File: src/rtl/tff_pkg.sv
// Shared definitions for the T flip-flop counter.
// Contents:
//   mode_t      - 2-bit operation select type
//   MODE_*      - operation encodings for the mode input
package tff_pkg;

    typedef logic [1:0] mode_t;

    localparam mode_t MODE_HOLD   = 2'b00;
    localparam mode_t MODE_TOGGLE = 2'b01;
    localparam mode_t MODE_UP     = 2'b10;
    localparam mode_t MODE_DOWN   = 2'b11;

endpackage

File: src/rtl/tff_cell.sv
// Single T flip-flop storage cell.
// Ports:
//   clk   - clock, state changes on rising edge
//   reset - asynchronous active-low reset, clears q
//   t     - toggle request; q inverts on the next edge when high
//   q     - stored bit
module tff_cell (
    input  logic clk,
    input  logic reset,
    input  logic t,
    output logic q
);

    always_ff @(posedge clk or negedge reset) begin
        if (!reset) begin
            q <= 1'b0;
        end else if (t) begin
            q <= ~q;
        end
    end

endmodule

File: src/rtl/tff_counter.sv
// Multi-mode counter built from T flip-flops: hold, per-bit toggle, modulo up, modulo down,
// with synchronous parallel load and a registered terminal-count pulse.
// Ports:
//   clk     - clock, all state changes on rising edge
//   reset   - asynchronous active-low reset, clears q and tc
//   enabled - advance enable for the selected mode
//   mode    - 00 hold, 01 toggle, 10 up, 11 down
//   load    - synchronous load strobe, highest priority
//   d       - parallel load value
//   t_mask  - per-bit toggle request for toggle mode
//   q       - counter state
//   tc      - registered terminal-count pulse, high in the cycle after a wrap
//   zero    - combinational q == 0 flag
module tff_counter
    import tff_pkg::*;
#(
    parameter int unsigned     WIDTH   = 4,
    parameter longint unsigned MODULUS = 64'd1 << WIDTH
) (
    input  logic             clk,
    input  logic             reset,
    input  logic             enabled,
    input  logic [1:0]       mode,
    input  logic             load,
    input  logic [WIDTH-1:0] d,
    input  logic [WIDTH-1:0] t_mask,
    output logic [WIDTH-1:0] q,
    output logic             tc,
    output logic             zero
);

    // MODULUS can be 2**32, so the range compare is done in 64 bits.
    localparam logic [63:0]      MOD_LAST = 64'(MODULUS - 64'd1);
    localparam logic [WIDTH-1:0] Q_LAST   = WIDTH'(MOD_LAST);

    logic [63:0]      q_wide;
    logic [WIDTH-1:0] q_next;
    logic [WIDTH-1:0] t_vec;
    logic             tc_d;

    assign q_wide = 64'(q);

    always_comb begin
        q_next = q;
        tc_d   = 1'b0;
        if (load) begin
            q_next = d;
        end else if (enabled) begin
            unique case (mode)
                MODE_HOLD: begin
                    q_next = q;
                end
                MODE_TOGGLE: begin
                    q_next = q ^ t_mask;
                end
                MODE_UP: begin
                    // Last value and any out-of-range value both wrap to zero.
                    if (q_wide < MOD_LAST) begin
                        q_next = q + WIDTH'(1);
                    end else begin
                        q_next = '0;
                        tc_d   = 1'b1;
                    end
                end
                MODE_DOWN: begin
                    // Out-of-range values simply decrement back into range.
                    if (q == '0) begin
                        q_next = Q_LAST;
                        tc_d   = 1'b1;
                    end else begin
                        q_next = q - WIDTH'(1);
                    end
                end
                default: begin
                    q_next = q;
                end
            endcase
        end
    end

    // Every update, including load, reaches the cells as a toggle vector.
    assign t_vec = q ^ q_next;

    for (genvar i = 0; i < WIDTH; i++) begin : g_cell
        tff_cell u_cell (
            .clk   (clk),
            .reset (reset),
            .t     (t_vec[i]),
            .q     (q[i])
        );
    end

    always_ff @(posedge clk or negedge reset) begin
        if (!reset) begin
            tc <= 1'b0;
        end else begin
            tc <= tc_d;
        end
    end

    assign zero = (q == '0);

endmodule

File: config.mk
export PLATFORM = sky130hd
export DESIGN_NAME = tff_counter
export DESIGN_NICKNAME = d
export VERILOG_FILES = /design/src/rtl/tff_pkg.sv /design/src/rtl/tff_cell.sv /design/src/rtl/tff_counter.sv
export SDC_FILE = /design/constraint.sdc
export NUM_CORES = 1
export LEC_CHECK = 0
export ABC_AREA = 1
export CAP_MARGIN = 40
export CORE_MARGIN = 10
export CORE_UTILIZATION = 44
export DETAILED_ROUTE_END_ITERATION = 12
export PLACE_DENSITY_LB_ADDON = 0.15
export SETUP_SLACK_MARGIN = 0.3
export SYNTH_ARGS = -nofsm -noshare
export SYNTH_HDL_FRONTEND = slang
export SYNTH_HIERARCHICAL = 1
export SYNTH_SLANG_ARGS = --single-unit
File: constraint.sdc
create_clock -name clk -period 1.8 [get_ports clk]
set_clock_uncertainty 0.05 [all_clocks]
set_input_delay 0.36 -clock clk [delete_from_list [all_inputs] [get_ports clk]]
set_output_delay 0.36 -clock clk [all_outputs]
set_load 0.01 [all_outputs]
==> impl_metrics.ini, run 1 <==
[outcome]
status = completed

[sta]
hold_viol_final = 0
min_period_ns = 1.66
max_slew_margin_pct = 81.2
rsz0062_at_grt = yes
min_period_over_period_pct = 92.5
fmax_ghz = 0.601
hold_slack_ns = 0.286
worst_slew_pin_slew_ns = 0.279
setup_viol = 0
slew_viol_final = 0
fin_ws_ns = 0.135

[worst_setup_path]
cp_data_arrival_time_ns = 1.77
worstPathRequired_ns = 1.91
cp_max_fo = 5
criticalPathCategory = flop to flop
end_kind = flop
rrSetupSlack_ns = 0.14
crit_path_start_kind = flop

[floorplan]
die_y_um = 56.9
die_area_um2 = 3240
die_w_um = 56.9
start_util_pct = 46.2
num_io_pins = 20
rows = 13
coreArea_um2 = 1300

[power]
switching_share_pct = 46.2
vdd_ir_drop_max_mv = 1.05
power_density_nw_per_um2 = 1470
p_seq_share_pct = 12.7
p_comb_share_pct = 77.9
p_switching_uw = 746
power.internal_uw = 870
leakage_uw = 0.000588
clkPwrFrac_pct = 9.4

[detailed_routing]
viasPerCell = 5.08
first_pass_iters = 4
vias = 848
drcViolationCount = 0
avgRoutedWirePerCell_um = 14.6
ant_nets = 0
drt_iter0_markers = 10
drt_wl_total_um = 2430

[synth]
yosysWarnings = 6
synth_top_family_by_area = simple AND/OR/NAND/NOR gates
muxShareOfSynthArea_pct = 0
synth-compound-area-share_pct = 14.2
ys_seq_elements = 5
synthAdderAreaFrac_pct = 4.17
ys_types = 21
yosysSeqAreaShare_pct = 20.8
synthSimpleGateAreaFrac_pct = 42.5
synth_area_per_cell_um2 = 5.67
syn_nets = 122
synth-xor-area-share_pct = 1.46
syn_area_um2 = 601
syn_inst = 106

[global_route]
grt_pass1_vias = 930
grt_usage_pct = 14.3
grt.overflow.total = 0
grt_max_degree = 10
antenna_found_initial = 0
grt_pass1_wl_um = 3810

[place]
globalplace.congestion = 0.841
dp_hpwl_um = 1510
numPortBuffers = 19
place_ws_ns = -0.175
dpl.cell_count = 150

[finish]
n_antenna_cell = 0
nNetsFinal = 169
synthToLayoutAreaGrowth_pct = 83.5
fin_util_pct = 84.7
fin_cells = 167
drive_gt1_share_pct = 38.8

[cts]
ctsRootBufferMaster = clkbuf_4
cts_buffers = 3
clockBufferDepth = 2
htree_levels = 1
path_clk_slew_ns = 0.05
cts_tree = yes
clock_latency_ns = 0.27
cts_hold_buf = 0
clkSinkCount = 5

[flow_run]
cap_violations = 0

[hold_path]
hold_class = primary input to async pin
## flip-flops by register name, summed over array words and instances (netlist names)
signal and flops:
g_cell.u_cell/q 4, tc 1
## Yosys cell counts
library cell | number | area [um^2]
a21oi_1 | 6 | 30.0
buf_4 | 1 | 7.51
buf_6 | 1 | 11.3
dfrtp_1 | 5 | 125
ha_1 | 2 | 25.0
inv_1 | 19 | 71.3
inv_2 | 3 | 11.3
nand2_1 | 38 | 143
nand2_2 | 2 | 12.5
nand3_1 | 8 | 40.0
nand3_2 | 1 | 10.0
nand4_1 | 2 | 12.5
nor2_1 | 5 | 18.8
nor2_2 | 1 | 6.26
o211ai_1 | 2 | 15.0
o21ai_0 | 2 | 10.0
o21ai_1 | 3 | 15.0
o221ai_1 | 1 | 8.76
o22ai_1 | 1 | 6.26
or2_2 | 2 | 12.5
xnor2_1 | 1 | 8.76
## kinds of logic (layout without fill, tap and decap cells)
kind of cell	after synthesis	in the layout
fa+ha+maj	2	2
flops	5	5
xor+xnor	1	1
compound gates	15	15
buf+inv	24	70
simple gates	59	59
## area by class of cell
type,instances,area (um^2)
Timing Repair Buffer,44,394
Fill cell,86,199
Clock buffer,4,26.3
Inverter,22,82.6
Sequential cell,5,128
Multi-Input combinational cell,77,453
Tap cell,15,18.8
## path summary, 6_finish.rpt
| kind | depth (start not counted) | endpoint | from |
|---|---|---|---|
| max in group asynchronous | 1 | g_cell[1].u_cell/q | reset |
| setup / recovery | 13 | g_cell[0].u_cell/q | g_cell[1].u_cell/q |
| min in group clk | 3 | g_cell[2].u_cell/q | g_cell[2].u_cell/q |
| hold / removal | 1 | tc | reset |
| hold reg to reg | 3 | g_cell[2].u_cell/q | g_cell[2].u_cell/q |
| setup reg to reg | 13 | g_cell[0].u_cell/q | g_cell[1].u_cell/q |
## routing by layer
layer	part of all wire, %	global-route usage [%]
met1	36	13.3
met2	56	25.6
met3	5.1	5.31
met4	2.5	9.40
met5	0	0
## metrics by stage
step | TNS (ns) | area (um^2) | total power, uW
6_report | 0 | 1100 | 1620
3_5_place_dp | -0.528 | 896 | 1070
5_1_grt | -0.0321 | 1100 | 1740
4_1_cts | 0 | 1050 | 1460
3_3_place_gp | -0.451 | 896 | 1040
2_1_floorplan | 0 | 616 | 744
## power by group through the flow
stage	clock (uW)	sequential, uW	combinational [uW]
6_report	151	205	1260
5_1_grt	159	213	1370
4_1_cts	141	206	1110
3_5_place_dp	0	195	875
3_3_place_gp	0	192	844
2_1_floorplan	0	262	482
## critical path, cell delays in order, from the launching register on
cell      delay (ns)
dfrtp_2         0.37
buf_6           0.13
ha_4            0.13
nand3_2         0.06
o211ai_1        0.20
nand2_1         0.10
nand2_1         0.08
nand2_2         0.06
nand2_1         0.06
nand2_1         0.05
nand2_1         0.11
inv_1           0.05
nand2_1         0.06
nand2_1         0.04
## placed cells by master (no fill, tap or decap), types with 3 or more instances in the layout
master / instances
inv_1: 16
a21oi_1: 6
inv_2: 6
nor2_1: 3
clkdlybuf4s50_1: 11
nand2_1: 34
dfrtp_1: 3
nor2_2: 3
buf_6: 8
nand3_2: 3
buf_4: 19
nand3_1: 5
clkbuf_4: 3
dlygate4sd2_1: 3
nand2_2: 6
## repair_timing
action	4_1_cts	5_1_grt
resized for setup	28	15
pin swaps	11	8
setup endpoints to repair	10	8
gates cloned	0	0
setup buffers	12	1
hold endpoints to repair	0	0
Note: power is estimated with default switching activity, not from simulation.
==> run 2: changes to the inputs <==
--- a/config.mk
+++ b/config.mk
@@ -6,10 +6,10 @@
 export NUM_CORES = 1
 export LEC_CHECK = 0
 export ABC_AREA = 1
-export CAP_MARGIN = 40
 export CORE_MARGIN = 10
 export CORE_UTILIZATION = 44
 export DETAILED_ROUTE_END_ITERATION = 12
+export MAX_ROUTING_LAYER = met4
 export PLACE_DENSITY_LB_ADDON = 0.15
 export SETUP_SLACK_MARGIN = 0.3
 export SYNTH_ARGS = -nofsm -noshare
==> run 2 against run 1 <==
Net effect:
- worst hold slack worse by 0.0095 ns
- sequential cell count unchanged
- non-clock buffer count unchanged
- critical path type unchanged
==> impl_metrics.ini, run 2 (synthesis gave the netlist of run 1 again) <==
[sta]
min_period_ns = 1.66
min_period_over_period_pct = 92.5
hold_viol_final = 0
rsz0062_at_grt = yes
fmax_ghz = 0.601
setup_viol = 0
fin_ws_ns = 0.136
slew_viol_final = 0
max_slew_margin_pct = 80.6
worst_slew_pin_slew_ns = 0.288

[finish]
synthToLayoutAreaGrowth_pct = 83.5
layout_commonest_cell = nand2_1
fillCellCount = 86
drive_gt1_share_pct = 38.8
largest_reg_flops = 4
mostFrequentLayoutCells = 34 x nand2_1, 19 x buf_4, 16 x inv_1, 11 x clkdlybuf4s50_1, 8 x buf_6
fin_area_um2 = 1100
reg_top3 = g_cell.u_cell/q (4), tc (1)
nNetsFinal = 169
n_antenna_cell = 0
largest-register = g_cell.u_cell/q
fin_util_pct = 84.7

[worst_setup_path]
cp_cell_sequence = buf_6, ha_4, nand3_2, o211ai_1, nand2_1, nand2_1, nand2_2, nand2_1, nand2_1, nand2_1, inv_1, nand2_1, nand2_1
path_buf_inv = 2
crit_path_start_kind = flop
criticalPathCategory = flop to flop
r2r-end = g_cell[0].u_cell/q
crit_family = simple AND/OR/NAND/NOR gates
cp_data_arrival_time_ns = 1.77
worstReg2RegStart = g_cell[1].u_cell/q
rrSetupSlack_ns = 0.14
cp_max_fo = 5
reg2reg_depth = 13
crit_slowest_cell = dfrtp_2
end_kind = flop
cpPeakStageDelay_ns = 0.37
critPathMostFrequentCell = nand2_1
worstPathRequired_ns = 1.91

[floorplan]
die_area_um2 = 3240
die_w_um = 56.9
die_y_um = 56.9
start_util_pct = 46.2
num_io_pins = 20
rows = 13
coreArea_um2 = 1300

[flow_run]
cap_violations = 0

[place]
placed_area_um2 = 896
numPortBuffers = 19
place_ws_ns = -0.175
globalplace.congestion = 0.854
dp_hpwl_um = 1510

[power]
power_density_nw_per_um2 = 1470
p_comb_share_pct = 78.0
clkPwrFrac_pct = 9.4
vdd_ir_drop_max_mv = 1.06
power.internal_uw = 870
leakage_uw = 0.000588
p_seq_share_pct = 12.7
p_switching_uw = 751
switching_share_pct = 46.3
power_uw = 1620

[detailed_routing]
vias = 849
drt_iter0_markers = 17
viasPerCell = 5.08
avgRoutedWirePerCell_um = 14.7
drcViolationCount = 0
drt_wl_total_um = 2450
ant_nets = 0
first_pass_iters = 4

[global_route]
grt.overflow.total = 0
antenna_found_initial = 0
grt_usage_pct = 14.6
grt_pass1_vias = 932
grt_max_degree = 10
grt_pass1_wl_um = 3780

[cts]
clock_latency_ns = 0.27
clkSinkCount = 5
cts_tree = yes
path_clk_slew_ns = 0.05
cts_buffers = 3
htree_levels = 1
ctsRootBufferMaster = clkbuf_4
clockBufferDepth = 2

[hold_path]
hold_class = primary input to async pin

[outcome]
status = completed
run 2: cell counts in the layout (fill, tap and decap cells not counted):
Identical to the previous run, type by type.
run 2: layout make-up:
| cell class | instances | area, um^2 | area share [%] |
|---|---|---|---|
| inverters | 22 | 82.6 | 7.49 |
| clock buffers | 4 | 26.3 | 2.38 |
| well taps | 15 | 18.8 | 1.70 |
| multi-input cells | 77 | 453 | 41.1 |
| repair buffers | 44 | 394 | 35.8 |
| flip-flops and latches | 5 | 128 | 11.6 |
run 2: layer usage:
layer | up-vias | GRT usage, % | routed length [um]
li1 | 423 | - | -
met1 | 393 | 13.4 | 912
met2 | 25 | 25.6 | 1370
met3 | 8 | 4.20 | 114
met4 | 0 | 9.40 | 58
met5 | - | - | 0
run 2: how the worst max path moves through the flow:
stage                                   from                 end  slack (ns)  depth (start not counted)
after global routing      g_cell[1].u_cell/q  g_cell[0].u_cell/q       -0.03                         13
after floorplan           g_cell[1].u_cell/q  g_cell[0].u_cell/q        0.29                         12
after global placement               mode[0]  g_cell[1].u_cell/q       -0.16                         11
after detailed placement             mode[0]  g_cell[3].u_cell/q       -0.17                         14
after CTS                 g_cell[1].u_cell/q  g_cell[0].u_cell/q        0.26                         13
final                     g_cell[1].u_cell/q  g_cell[0].u_cell/q        0.14                         13
run 2: stage by stage:
stage               setup TNS [ns]  std cells  hold WS, ns
floorplan                        0        106       0.0144
global placement            -0.451        150        0.552
detailed placement          -0.528        150        0.562
CTS                              0        166        0.295
global route               -0.0321        167        0.291
finish                           0        167        0.276
run 2: power by group through the flow:
stage	Sequential [uW]	Clock [uW]	Combinational, uW
6_report	205	152	1260
5_1_grt	213	157	1370
4_1_cts	206	141	1110
3_5_place_dp	195	0	875
3_3_place_gp	192	0	844
2_1_floorplan	262	0	482
run 2: what timing repair did:
item | in CTS | in global routing
setup buffers | 12 | 1
resized for setup | 28 | 15
pin swaps | 11 | 8
hold buffers | 0 | 0
gates cloned | 0 | 0
setup endpoints to repair | 10 | 8
